<file path="src/rtl/bsg_tag_tx_pkg.sv">
// Shared types and helpers for the bsg_tag serial transmitter.
// header_s documents the frame header layout; its LSB (node_id[0]) leaves the wire first.
package bsg_tag_tx_pkg;

    typedef enum logic [2:0] {
        IDLE,
        START,
        HDR,
        PAY,
        GAP,
        RST_ONES,
        RST_ZEROS
    } state_e;

    localparam int tag_lg_els_gp   = 6;
    localparam int tag_lg_width_gp = 9;

    typedef struct packed {
        logic [tag_lg_width_gp-1:0] len;
        logic                       data_not_reset;
        logic [tag_lg_els_gp-1:0]   node_id;
    } header_s;

    function automatic int max3(input int a, input int b, input int c);
        int m;
        m = (a > b) ? a : b;
        return (m > c) ? m : c;
    endfunction

endpackage

</file>
<file path="src/rtl/bsg_tag_tx_piso.sv">
// Loadable right-shift register with a free-running down-counter that stops at zero.
// bit_o is the next bit to transmit; zero_o marks the last cycle of the current phase.
module bsg_tag_tx_piso #(
    parameter int width_p     = 80,
    parameter int cnt_width_p = 11
) (
    input  logic                   clk_i,
    input  logic                   reset_i,
    input  logic                   load_i,
    input  logic [width_p-1:0]     data_i,
    input  logic                   shift_i,
    input  logic                   cnt_load_i,
    input  logic [cnt_width_p-1:0] cnt_i,
    output logic                   bit_o,
    output logic                   zero_o
);

    logic [width_p-1:0]     sr;
    logic [cnt_width_p-1:0] cnt;

    // NOTE: sr has no reset: it is always loaded on accept before any bit is read,
    // and the top qualifies every use of bit_o by state.
    always_ff @(posedge clk_i) begin
        if (load_i) begin
            sr <= data_i;
        end else if (shift_i) begin
            sr <= {1'b0, sr[width_p-1:1]};
        end
    end

    // NOTE: sequential state is written with non-blocking assignments so every flop
    // samples the values from before the edge, independent of block ordering.
    always_ff @(posedge clk_i) begin
        if (reset_i) begin
            cnt <= '0;
        end else if (cnt_load_i) begin
            cnt <= cnt_i;
        end else if (cnt != '0) begin
            cnt <= cnt - 1'b1;
        end
    end

    assign bit_o  = sr[0];
    assign zero_o = (cnt == '0);

endmodule

</file>
<file path="src/rtl/bsg_tag_serial_tx.sv">
// bsg_tag serial transmitter: frames parallel tag packets (start, header, payload)
// and master-reset preambles onto registered tag_data_o/tag_en_o.
module bsg_tag_serial_tx
    import bsg_tag_tx_pkg::*;
#(
    parameter int els_p               = 64,
    parameter int lg_width_p          = 9,
    parameter int max_payload_width_p = 64,
    parameter int reset_ones_p        = 1024,
    parameter int reset_zeros_p       = 16,
    parameter int gap_p               = 1
) (
    input  logic                           clk_i,
    input  logic                           reset_i,
    input  logic                           v_i,
    output logic                           ready_o,
    input  logic [$clog2(els_p)-1:0]       node_id_i,
    input  logic                           data_not_reset_i,
    input  logic [lg_width_p-1:0]          len_i,
    input  logic [max_payload_width_p-1:0] payload_i,
    input  logic                           master_reset_v_i,
    output logic                           tag_data_o,
    output logic                           tag_en_o,
    output logic                           busy_o
);

    localparam int lg_els = $clog2(els_p);
    localparam int hdr_w  = lg_els + 1 + lg_width_p;
    localparam int sr_w   = hdr_w + max_payload_width_p;
    localparam int cnt_w  = $clog2(max3(reset_ones_p, max_payload_width_p + 1, hdr_w) + 1);
    localparam logic [lg_width_p:0] max_len = (lg_width_p + 1)'(max_payload_width_p);

    state_e                state, state_n;
    logic [lg_width_p-1:0] len_r;
    logic [cnt_w-1:0]      len_cnt;
    logic [cnt_w-1:0]      cnt_in;
    logic                  load, shift, cnt_load;
    logic                  sbit, zero;
    logic                  accept, gap_done;
    logic                  data_n, en_n;
    logic                  data_r, en_r;

    // Opening ready in the last GAP cycle lets frames run back to back with exactly gap_p zeros.
    assign gap_done = (state == GAP) && zero;
    assign ready_o  = ((state == IDLE) || gap_done) && !master_reset_v_i && !reset_i;
    assign accept   = v_i && ready_o;
    assign busy_o   = (state != IDLE);
    assign len_cnt  = cnt_w'(len_r) - cnt_w'(1);

    bsg_tag_tx_piso #(
        .width_p    (sr_w),
        .cnt_width_p(cnt_w)
    ) piso (
        .clk_i     (clk_i),
        .reset_i   (reset_i),
        .load_i    (load),
        .data_i    ({payload_i, len_i, data_not_reset_i, node_id_i}),
        .shift_i   (shift),
        .cnt_load_i(cnt_load),
        .cnt_i     (cnt_in),
        .bit_o     (sbit),
        .zero_o    (zero)
    );

    always_ff @(posedge clk_i) begin
        if (reset_i) begin
            state <= IDLE;
        end else begin
            state <= state_n;
        end
    end

    always_ff @(posedge clk_i) begin
        if (accept) begin
            len_r <= len_i;
        end
    end

    // NOTE: every signal driven here gets a default first, so no path can infer a latch.
    always_comb begin
        state_n  = state;
        load     = 1'b0;
        shift    = 1'b0;
        cnt_load = 1'b0;
        cnt_in   = '0;
        data_n   = 1'b0;
        en_n     = 1'b0;
        case (state)
            IDLE: begin
                if (master_reset_v_i) begin
                    state_n  = RST_ONES;
                    cnt_load = 1'b1;
                    cnt_in   = cnt_w'(reset_ones_p - 1);
                end else if (accept) begin
                    state_n = START;
                    load    = 1'b1;
                end
            end
            START: begin
                en_n     = 1'b1;
                data_n   = 1'b1;
                state_n  = HDR;
                cnt_load = 1'b1;
                cnt_in   = cnt_w'(hdr_w - 1);
            end
            HDR: begin
                en_n   = 1'b1;
                data_n = sbit;
                shift  = 1'b1;
                if (zero) begin
                    cnt_load = 1'b1;
                    if (len_r != '0) begin
                        state_n = PAY;
                        cnt_in  = len_cnt;
                    end else begin
                        state_n = GAP;
                        cnt_in  = cnt_w'(gap_p - 1);
                    end
                end
            end
            PAY: begin
                en_n   = 1'b1;
                data_n = sbit;
                shift  = 1'b1;
                if (zero) begin
                    state_n  = GAP;
                    cnt_load = 1'b1;
                    cnt_in   = cnt_w'(gap_p - 1);
                end
            end
            GAP: begin
                if (zero) begin
                    state_n = accept ? START : IDLE;
                    load    = accept;
                end
            end
            RST_ONES: begin
                en_n   = 1'b1;
                data_n = 1'b1;
                if (zero) begin
                    state_n  = RST_ZEROS;
                    cnt_load = 1'b1;
                    cnt_in   = cnt_w'(reset_zeros_p - 1);
                end
            end
            RST_ZEROS: begin
                en_n = 1'b1;
                if (zero) begin
                    state_n = IDLE;
                end
            end
            default: state_n = IDLE;
        endcase
    end

    always_ff @(posedge clk_i) begin
        if (reset_i) begin
            data_r <= 1'b0;
            en_r   <= 1'b0;
        end else begin
            data_r <= data_n;
            en_r   <= en_n;
        end
    end

    assign tag_data_o = data_r;
    assign tag_en_o   = en_r;

    // Oversized lengths still frame correctly (upper payload bits shift in as 0) but flag misuse.
    always_ff @(posedge clk_i) begin
        if (!reset_i && accept) begin
            assert ({1'b0, len_i} <= max_len)
            else $warning("bsg_tag_serial_tx: len_i=%0d exceeds max_payload_width_p=%0d",
                          len_i, max_payload_width_p);
        end
    end

endmodule

</file>
<file path="config.mk">
export PLATFORM = sky130hd
export DESIGN_NAME = bsg_tag_serial_tx
export DESIGN_NICKNAME = d
export VERILOG_FILES = /design/src/rtl/bsg_tag_tx_pkg.sv /design/src/rtl/bsg_tag_tx_piso.sv /design/src/rtl/bsg_tag_serial_tx.sv
export SDC_FILE = /design/constraint.sdc
export NUM_CORES = 1
export LEC_CHECK = 0
export CAP_MARGIN = 0
export CORE_ASPECT_RATIO = 1.25
export CORE_MARGIN = 8
export CORE_UTILIZATION = 55
export CTS_CLUSTER_DIAMETER = 50
export CTS_CLUSTER_SIZE = 30
export DETAILED_ROUTE_END_ITERATION = 16
export HOLD_SLACK_MARGIN = 0.12
export PLACE_DENSITY = 0.9
export SLEW_MARGIN = 20
export SYNTH_ARGS = -nofsm -noshare
export SYNTH_HDL_FRONTEND = slang
export SYNTH_SLANG_ARGS = --single-unit
</file>
<file path="constraint.sdc">
create_clock -name clk_i -period 10.1 [get_ports clk_i]
set_input_delay 2.02 -clock clk_i [delete_from_list [all_inputs] [get_ports clk_i]]
set_output_delay 2.02 -clock clk_i [all_outputs]
set_load 0.02 [all_outputs]
</file>
==> results of run 1 <==
## power by group through the flow
stage | sequential, µW | clock [µW] | combinational (µW)
final | 687 | 245 | 389
after global routing | 699 | 267 | 427
after CTS | 687 | 249 | 391
after detailed placement | 696 | 0 | 388
after global placement | 690 | 0 | 373
after floorplan | 682 | 0 | 291
## area by class of cell
type                            instances  area [µm²]  area share (%)
Clock inverter                          2       10.01          0.1704
Multi-Input combinational cell        197        1663           28.31
Clock buffer                           14       173.9           2.961
Inverter                                8       30.03          0.5113
Timing Repair Buffer                   88       878.3           14.96
Tap cell                              100       125.1           2.130
Sequential cell                       105        2993           50.96
## final timing paths
| check | from | endpoint | slack [ps] | cells past startpoint |
|---|---|---|---|---|
| max | reset_i | ready_o | 4230 | 4 |
| min | piso.cnt[10] | piso.cnt[10] | 520 | 2 |
| max reg2reg | piso.cnt[0] | piso.sr[35] | 6100 | 7 |
| min reg2reg | piso.cnt[10] | piso.cnt[10] | 520 | 2 |
## per-stage QoR
step	setup WS (ps)	utilization, %
after CTS	4250	68.63
after floorplan	4726	-
after global placement	4362	66.48
final	4227	68.63
after detailed placement	4252	66.48
after global routing	4110	68.63
## state kept, by name, indices dropped and copies added, names as in the netlist
| register | count |
|---|---|
| piso.sr | 80 |
| piso.cnt | 11 |
| len_r | 9 |
| state | 3 |
| tag_data_o | 1 |
| tag_en_o | 1 |
## routing by layer
metal	GRT usage (%)	up-vias	share of wire (%)
met5	0	-	0
li1	-	1407	-
met1	19.43	1415	44
met2	25.23	90	48
met4	5.882	0	1.8
met3	5.562	15	6.2
## Yosys cell counts, types with 3 or more instances
master | number | area, µm²
xnor2_1 | 8 | 70.07
and3_1 | 3 | 18.77
a21oi_1 | 9 | 45.04
xor2_1 | 5 | 43.79
mux2_1 | 6 | 67.56
a31oi_1 | 5 | 31.28
or4_1 | 3 | 22.52
nor4_1 | 3 | 18.77
ha_1 | 3 | 37.54
edfxtp_1 | 89 | 2673
a21boi_0 | 3 | 22.52
dfxtp_1 | 16 | 320.3
a2bb2oi_1 | 4 | 35.03
inv_1 | 8 | 30.03
buf_4 | 9 | 67.56
nand2_1 | 11 | 41.29
nor2_1 | 13 | 48.80
o21ai_0 | 6 | 30.03
mux2_2 | 73 | 822.0
nand2b_1 | 4 | 25.02
nor3_1 | 10 | 50.05
## cell families after synthesis
| group | share of synthesized area [%] |
|---|---|
| flip-flops | 62.90 |
| buffers and inverters | 2.314 |
| AND/OR/NAND/NOR | 6.785 |
| AO/OA/AOI/OAI | 6.127 |
| multiplexers | 18.70 |
| XOR/XNOR | 2.393 |
| adder cells (fa/ha/maj) | 0.7889 |
## worst max-delay path: stages
cell,delay (ps)
clkdlybuf4s50_1,610
nor4_1,350
a21boi_0,240
clkdlybuf4s50_1,640
==> summary.txt, run 1 <==
Outcome
  • Outcome: finished clean

Die
  • Die Span X: 99.20 µm
  • Row count: 38
  • Core box area: 8558 µm²
  • Io pins: 88
  • Die area: 11900 µm²
  • Initial core utilization: 55.60%
  • Die H: 120.0 µm

Timing
  • Worst slew pin tran: 1087 ps
  • Worst Skew: 12.80 ps
  • Hold Fails Final Rpt: 0
  • Unrepaired setup endpoints after global routing: false
  • Hold_ws: 519.7 ps
  • Max-slew violations: 0
  • Setup TNS: 0 ps
  • Fmax: 170.3 MHz
  • Max-slew headroom: 27.51%
  • Setup-failing EPs final: 0
  • Fin crit period: 5873 ps
  • Period utilisation layout: 58.15%

Place
  • Placed instance area: 5689 µm²
  • DP HPWL: 6.414 mm
  • Placed insts: 498
  • Port Buf Inserts: 87
  • GPL Wtd Cong: 0.8736

Layout
  • Synth-to-layout area growth: 23.43%
  • Inserted Diodes: 0
  • Final #Nets: 496
  • Share of post-route cells with drive strength above 1: 22.71%
  • Most frequent cells in the layout: edfxtp_1 (89), clkdlybuf4s50_1 (87), mux2_2 (73)
  • Fillers: 614
  • Most common cell after layout, fill and taps aside: edfxtp_1
  • Fin cells: 514
  • Fin area: 5873 µm²

Pwr
  • Leak: 0.001952 µW
  • Sw Share: 29.22%
  • Internal: 934.7 µW
  • P_sw: 385.8 µW
  • Tot Pwr: 1321 µW
  • Seq pwr share: 52.0%
  • Pwr/cell area: 224.8 nW/µm²
  • Worst vdd rail ir drop: 0.0001129 V
  • Logic pwr share: 29.4%
  • Clock power share: 18.6%

Worst setup path
  • Crit start category: input pin
  • CP Capture Type: output pin
  • Crit path arrival time: 3850 ps
  • CP Max Fanout: 11
  • WP data required: 8080 ps
  • Crit Path Category: input pin to output pin

Route
  • Post-route ant nets: 0
  • Post-route DRC: 0
  • Drt pass-1 iters: 4
  • Vias after detailed routing: 2927
  • Number of DRC markers in iteration 0: 236
  • Routed WL: 9.090 mm
  • DR WL/cell: 17.68 µm
  • Vias per inst: 5.695

Clocking
  • CTS H-tree depth: 3
  • Post-CTS setup buffers: 0
  • TritonCTS clock tree: built
  • Hold-fix buffers, CTS: 0
  • Root buf cell: clkbuf_8
  • Post-cts resize count: 0
  • Clk pin slew, worst setup/hold paths: 100 ps
  • CTS Buffer Depth: 2
  • Clock Sinks: 105
  • Clock latency on the worst-skew pair: 360 ps
  • Total CTS buffers: 9

Global route
  • Total grt overflow: 0
  • GR Util All Layers: 15.84%
  • Largest net degree at the start of global routing: 91
  • Vias in the first global route: 3229
  • Initial antenna violation count: 0
  • First-pass GRT wire length: 15.06 mm

Yosys
  • Cell Area, Synth: 4758 µm²
  • Main synth FF type: edfxtp_1
  • Synthesized flop and latch total: 105
  • Syn_area_per_cell: 14.78 µm²
  • Cells after synthesis: 322
  • Unique cell type count in the Yosys netlist: 47
  • Post-synth EDFFs: 89
  • Mapped Nets: 409
  • Asr flop ratio synth: 0%
  • Ys Warns: 0
  • Sequential-to-total area share from yosys stat: 62.90%

Job
  • Max-Cap Viols: 0

Worst hold path
  • HP Class: flop to flop
Note: power is estimated with default switching activity, not from simulation.
==> run 2: changes to the inputs <==
CORE_UTILIZATION = 52   (was 55)
PLACE_DENSITY = 0.86   (was 0.9)
clock period = 5.9 ns   (was 10.1 ns; I/O delays follow)
==> run 2 against run 1 <==
  * Wire length is 0.46% higher
  * Via count is 1.4% lower
  * Power rose by 90%
  * Non-clock buffer count stayed put
  * First-iteration DRC count down 22%
  * Sequential power is 72% higher
  * Combinational power is 69% higher
  * Worst setup slack worse by 2400 ps
  * Critical endpoint unchanged
==> summary.txt, run 2 (synthesis gave the netlist of run 1 again) <==
Outcome
  • Outcome: finished clean

Layout
  • Max reg flops: 80 (unchanged)
  • Synth-to-layout area growth: 27.61%
  • Most common cell after layout, fill and taps aside: edfxtp_1
  • Reg area: 2993 µm² (unchanged)
  • Most frequent cells in the layout: edfxtp_1 (89), clkdlybuf4s50_1 (87), mux2_2 (73)
  • Multi-input gate area: 1663 µm² (unchanged)
  • Final #Nets: 496 (unchanged)
  • Share of post-route cells with drive strength above 1: 23.19% (+0.48 points)
  • Fin area: 6072 µm² (+3.4%)
  • Fillers: 633 (+3.1%)
  • Inserted Diodes: 0 (unchanged)
  • Largest registers: piso.sr x80, piso.cnt x11, len_r x9
  • Top reg by flops: piso.sr

Pwr
  • Logic pwr share: 26.2% (-3.2 points)
  • Tot Pwr: 2512 µW (+90%)
  • Seq pwr share: 46.8% (-5.2 points)
  • Worst vdd rail ir drop: 0.0002496 V (+120%)
  • P_sw: 683.3 µW (+77%)
  • Sw Share: 27.20% (-2.0 points)
  • Clock power share: 27.0% (+8.4 points)
  • Pwr/cell area: 413.8 nW/µm² (+84%)
  • Internal: 1829 µW (+96%)
  • Leak: 0.002031 µW (+4.1%)

Worst setup path
  • Crit path arrival time: 2930 ps (-920 ps)
  • Slowest stage cell, crit path: clkdlybuf4s50_1
  • Slowest stage delay, CP: 640 ps (about the same)
  • Crit path cell chain: clkdlybuf4s50_1 -> nor4_1 -> a21boi_0 -> clkdlybuf4s50_1
  • Number of buffers and inverters on the critical path: 2 (unchanged)
  • WP data required: 4720 ps (-3360 ps)
  • Crit Path Category: input pin to output pin
  • Crit path top cell by count: clkdlybuf4s50_1
  • CP Max Fanout: 11 (unchanged)
  • Crit start category: input pin
  • CP top delay family: buffers and inverters
  • CP Capture Type: output pin

Clocking
  • Clk pin slew, worst setup/hold paths: 70 ps (-30 ps)
  • Post-CTS setup buffers: 0 (unchanged)
  • TritonCTS clock tree: built
  • Hold-fix buffers, CTS: 0 (unchanged)
  • Total CTS buffers: 9 (unchanged)
  • Clock latency on the worst-skew pair: 340 ps (-20 ps)
  • CTS H-tree depth: 3 (unchanged)
  • Clock Sinks: 105 (unchanged)
  • Root buf cell: clkbuf_16
  • Post-cts resize count: 0 (unchanged)
  • CTS Buffer Depth: 2 (unchanged)

Global route
  • Vias in the first global route: 3034 (-6.0%)
  • Largest net degree at the start of global routing: 90 (-1.1%)
  • First-pass GRT wire length: 14.58 mm (-3.2%)
  • Total grt overflow: 0 (unchanged)
  • GR Util All Layers: 15.23% (-0.61 points)
  • Initial antenna violation count: 0 (unchanged)

Timing
  • Setup-failing EPs final: 0 (unchanged)
  • Worst slew pin tran: 1060 ps (-27.74 ps)
  • Hold_ws: 518.1 ps (-1.565 ps)
  • Worst Skew: 10.08 ps (-2.716 ps)
  • Fmax: 243.1 MHz
  • Setup ws final: 1786 ps (-2441 ps)
  • Setup TNS: 0 ps (unchanged)
  • Max-slew headroom: 29.35% (+1.8 points)
  • Max-slew violations: 0 (unchanged)
  • Period utilisation layout: 69.72%
  • Fin crit period: 4114 ps
  • Hold Fails Final Rpt: 0 (unchanged)
  • Unrepaired setup endpoints after global routing: false

Worst hold path
  • HP Class: flop to flop

Die
  • Row count: 39 (+2.6%)
  • Die area: 12490 µm² (+4.9%)
  • Io pins: 88 (unchanged)
  • Core box area: 9027 µm² (+5.5%)
  • Die Span X: 101.6 µm (+2.4%)
  • Initial core utilization: 52.71% (-2.9 points)
  • Die H: 123.0 µm (+2.5%)

Route
  • Post-route DRC: 0 (unchanged)
  • Routed WL: 9.132 mm (+0.46%)
  • Post-route ant nets: 0 (unchanged)
  • Drt pass-1 iters: 4 (unchanged)
  • Vias per inst: 5.376 (-5.6%)
  • Vias after detailed routing: 2887 (-1.4%)
  • DR WL/cell: 17.01 µm (-3.8%)
  • Number of DRC markers in iteration 0: 185 (-22%)

Job
  • Max-Cap Viols: 0 (unchanged)

Place
  • Placed instance area: 5718 µm² (+0.51%)
  • DP HPWL: 6.332 mm (-1.3%)
  • Port Buf Inserts: 87 (unchanged)
  • GPL Wtd Cong: 0.8480 (-2.9%)
  • Setup WS pre-CTS: 1800 ps (-2452 ps)
-- run 2: cell count changes in the layout (fill, tap and decap cells not counted), sizes merged --
cell,change
bufinv,+1
inv,+1
clkinv,-2
-- run 2: power groups by stage --
stage          sequential [µW]  combinational, µW  clock [µW]
6_report                  1180                659         677
4_1_cts                   1180                665         693
3_5_place_dp              1190                659           0
3_3_place_gp              1180                639           0
2_1_floorplan             1170                499           0
5_1_grt                   1200                727         717
-- run 2: final timing paths --
path	from	to	slack, ps	cells past startpoint
hold reg to reg	piso.sr[17]	piso.sr[16]	520	1
hold / removal	piso.sr[17]	piso.sr[16]	520	1
setup reg to reg	piso.cnt[0]	piso.sr[7]	2590	7
setup / recovery	reset_i	ready_o	1790	4
-- run 2: worst register-to-register path, cell delays in order, from the launching register on --
cell,delay [ps]
dfxtp_1,330
inv_1,80
ha_1,200
nor4b_1,350
nand3_1,510
a21oi_4,310
buf_4,830
mux2_2,470
-- run 2: layout make-up --
type	instances	share of cell area, %
inverter	8	0.4945
tap	123	2.535
clock inverter	2	0.5976
sequential	105	49.29
timing repair buffer	88	14.47
multi-input combinational	197	27.39
clock buffer	14	5.234
-- run 2: metrics by stage --
stage / util (%) / cells
6_report: 67.26 / 537
5_1_grt: 67.26 / 537
4_1_cts: 67.26 / 537
3_5_place_dp: 63.34 / 521
3_3_place_gp: 63.34 / 521
2_1_floorplan: - / 322
-- run 2: per-layer routing --
metal | up-vias | GRT usage (%) | wire length, µm
li1 | 1418 | - | -
met1 | 1362 | 18.32 | 3918
met2 | 92 | 23.76 | 4387
met3 | 15 | 6.028 | 680
met4 | 0 | 6.443 | 145
met5 | - | 0 | 0
==> run 3: changes to the inputs <==
clock period = 4.3 ns   (was 5.9 ns; I/O delays follow)
==> run 3 against run 2 <==
  * Global-route usage is essentially flat
  * Count of clock-buffer cells in the layout shrank 1
  * Combinational power grew 43%
  * Critical endpoint unchanged
  * Worst setup slack lost 990 ps
  * Critical path depth is the same
  * Clock power grew 21%
==> summary.txt, run 3 (synthesis gave the netlist of run 1 again) <==
Timing
  • Setup TNS: 0 ps (unchanged)
  • Hold_ws: 528.3 ps (+10.24 ps)
  • Hold Fails Final Rpt: 0 (unchanged)
  • Fin crit period: 3508 ps
  • Max-slew violations: 0 (unchanged)
  • Period utilisation layout: 81.59%
  • Fmax: 285.0 MHz
  • Max-slew headroom: 52.76% (+23 points)
  • Unrepaired setup endpoints after global routing: false
  • Worst Skew: 5.575 ps (-4.507 ps)
  • Worst slew pin tran: 707.1 ps (-352.6 ps)
  • Setup-failing EPs final: 0 (unchanged)

Layout
  • Max reg flops: 80 (unchanged)
  • Fin area: 6068 µm² (about the same)
  • Top reg by flops: piso.sr
  • Most frequent cells in the layout: edfxtp_1 (89), clkdlybuf4s50_1 (87), mux2_2 (73)
  • Synth-to-layout area growth: 27.53% (about the same)
  • Fin cells: 542 (+0.93%)
  • Fin util: 67.22% (about the same)
  • Inserted Diodes: 0 (unchanged)
  • Final #Nets: 501 (+1.0%)
  • Largest registers: piso.sr x80, piso.cnt x11, len_r x9
  • Most common cell after layout, fill and taps aside: edfxtp_1
  • Share of post-route cells with drive strength above 1: 23.87% (+0.68 points)

Die
  • Die H: 123.0 µm (unchanged)
  • Row count: 39 (unchanged)
  • Io pins: 88 (unchanged)
  • Core box area: 9027 µm² (unchanged)
  • Die area: 12490 µm² (unchanged)
  • Initial core utilization: 52.71% (unchanged)
  • Die Span X: 101.6 µm (unchanged)

Route
  • Vias per inst: 5.417 (+0.76%)
  • Vias after detailed routing: 2936 (+1.7%)
  • Number of DRC markers in iteration 0: 178 (-3.8%)
  • Post-route ant nets: 0 (unchanged)
  • Post-route DRC: 0 (unchanged)
  • Drt pass-1 iters: 4 (unchanged)
  • Routed WL: 9.092 mm (-0.44%)
  • DR WL/cell: 16.77 µm (-1.4%)

Global route
  • Most Used Layer, Global Route: met2
  • Vias in the first global route: 3085 (+1.7%)
  • Total grt overflow: 0 (unchanged)
  • Global routing usage on met3: 5.634% (-0.39 points)
  • M2 GR Usage: 23.88% (+0.12 points)
  • Largest net degree at the start of global routing: 51 (-43%)
  • Met1 Resource Use GR: 18.50% (+0.17 points)
  • GR Util All Layers: 15.18% (-0.042 points)
  • Initial antenna violation count: 0 (unchanged)
  • First-pass GRT wire length: 14.72 mm (+0.95%)

Worst setup path
  • CP Max Fanout: 11 (unchanged)
  • CP Capture Type: output pin
  • R2R depth: 8 (+1)
  • Crit path arrival time: 2650 ps (-280 ps)
  • End of the critical path: ready_o
  • Crit Path Category: input pin to output pin
  • CP startpoint: reset_i
  • R2R Setup Slk: 1720 ps (-870 ps)
  • Crit start category: input pin
  • FF-to-FF End: piso.sr[76]
  • WP data required: 3440 ps (-1280 ps)
  • R2r startpoint: piso.cnt[0]

Job
  • Max-Cap Viols: 0 (unchanged)

Clocking
  • CTS Buffer Depth: 2 (unchanged)
  • Clock Sinks: 105 (unchanged)
  • Clk pin slew, worst setup/hold paths: 70 ps (about the same)
  • Clock latency on the worst-skew pair: 340 ps (about the same)
  • Hold-fix buffers, CTS: 0 (unchanged)
  • CTS H-tree depth: 3 (unchanged)
  • Post-cts resize count: 0 (unchanged)
  • Post-CTS setup buffers: 0 (unchanged)
  • Root buf cell: clkbuf_16
  • Total CTS buffers: 9 (unchanged)
  • TritonCTS clock tree: built

Pwr
  • Pwr/cell area: 554.8 nW/µm² (+34%)
  • Worst vdd rail ir drop: 0.0003234 V (+30%)
  • Leak: 0.002034 µW (+0.17%)

Place
  • GPL Wtd Cong: 0.8451 (-0.34%)
  • DP HPWL: 6.643 mm (+4.9%)
  • Placed instance area: 5768 µm² (+0.88%)
  • Placed insts: 526 (+0.96%)
  • Port Buf Inserts: 87 (unchanged)

Worst hold path
  • HP Class: flop to flop

Outcome
  • Outcome: finished clean
[run 3: cell count changes in the layout (fill, tap and decap cells not counted)]
cell,delta
buf_12,+1
inv_4,-1
buf_4,+4
clkbuf_1,+1
clkbuf_16,-3
clkinv_2,+2
clkbuf_8,+1
[run 3: where the power goes]
group          total, µW  leakage [µW]  switching (µW)  internal, µW
combinational        945      0.000937             468           477
clock                816      0.000150             334           482
sequential          1610      0.000948             130          1480
[run 3: area by class of cell]
cell class	instances	area, µm²
multi-input combinational	197	1663
sequential	105	2993
clock inverter	3	40.04
tap	123	153.9
fill	638	2959
timing repair buffer	93	928.4
clock buffer	13	260.3
inverter	8	30.03
[run 3: worst max-delay path: stages]
cell	delay, ps
clkdlybuf4s50_1	610
nor4_1	340
a21boi_0	210
clkdlybuf4s50_1	620
[run 3: worst min path at each step]
stage                      start  slack, ps  cells after the start      endpoint
finish               piso.sr[13]        530                      1   piso.sr[12]
detailed placement  piso.cnt[10]        510                      2  piso.cnt[10]
global route        piso.cnt[10]        530                      2  piso.cnt[10]
global placement    piso.cnt[10]        480                      2  piso.cnt[10]
CTS                 piso.cnt[10]        520                      2  piso.cnt[10]
floorplan           piso.cnt[10]        470                      2  piso.cnt[10]
[run 3: layer usage]
layer | wire length [µm] | part of all wire (%)
met5 | 0 | 0
met4 | 133 | 1.5
met3 | 730 | 8.0
met2 | 4392 | 48
met1 | 3836 | 42
[run 3: per-stage QoR]
step | total power (µW) | setup slack, ps
finish | 3367 | 791.6
global placement | 2525 | 880.6
CTS | 3392 | 833.9
detailed placement | 2569 | 848.2
global route | 3544 | 699.9
floorplan | 2287 | 86.21
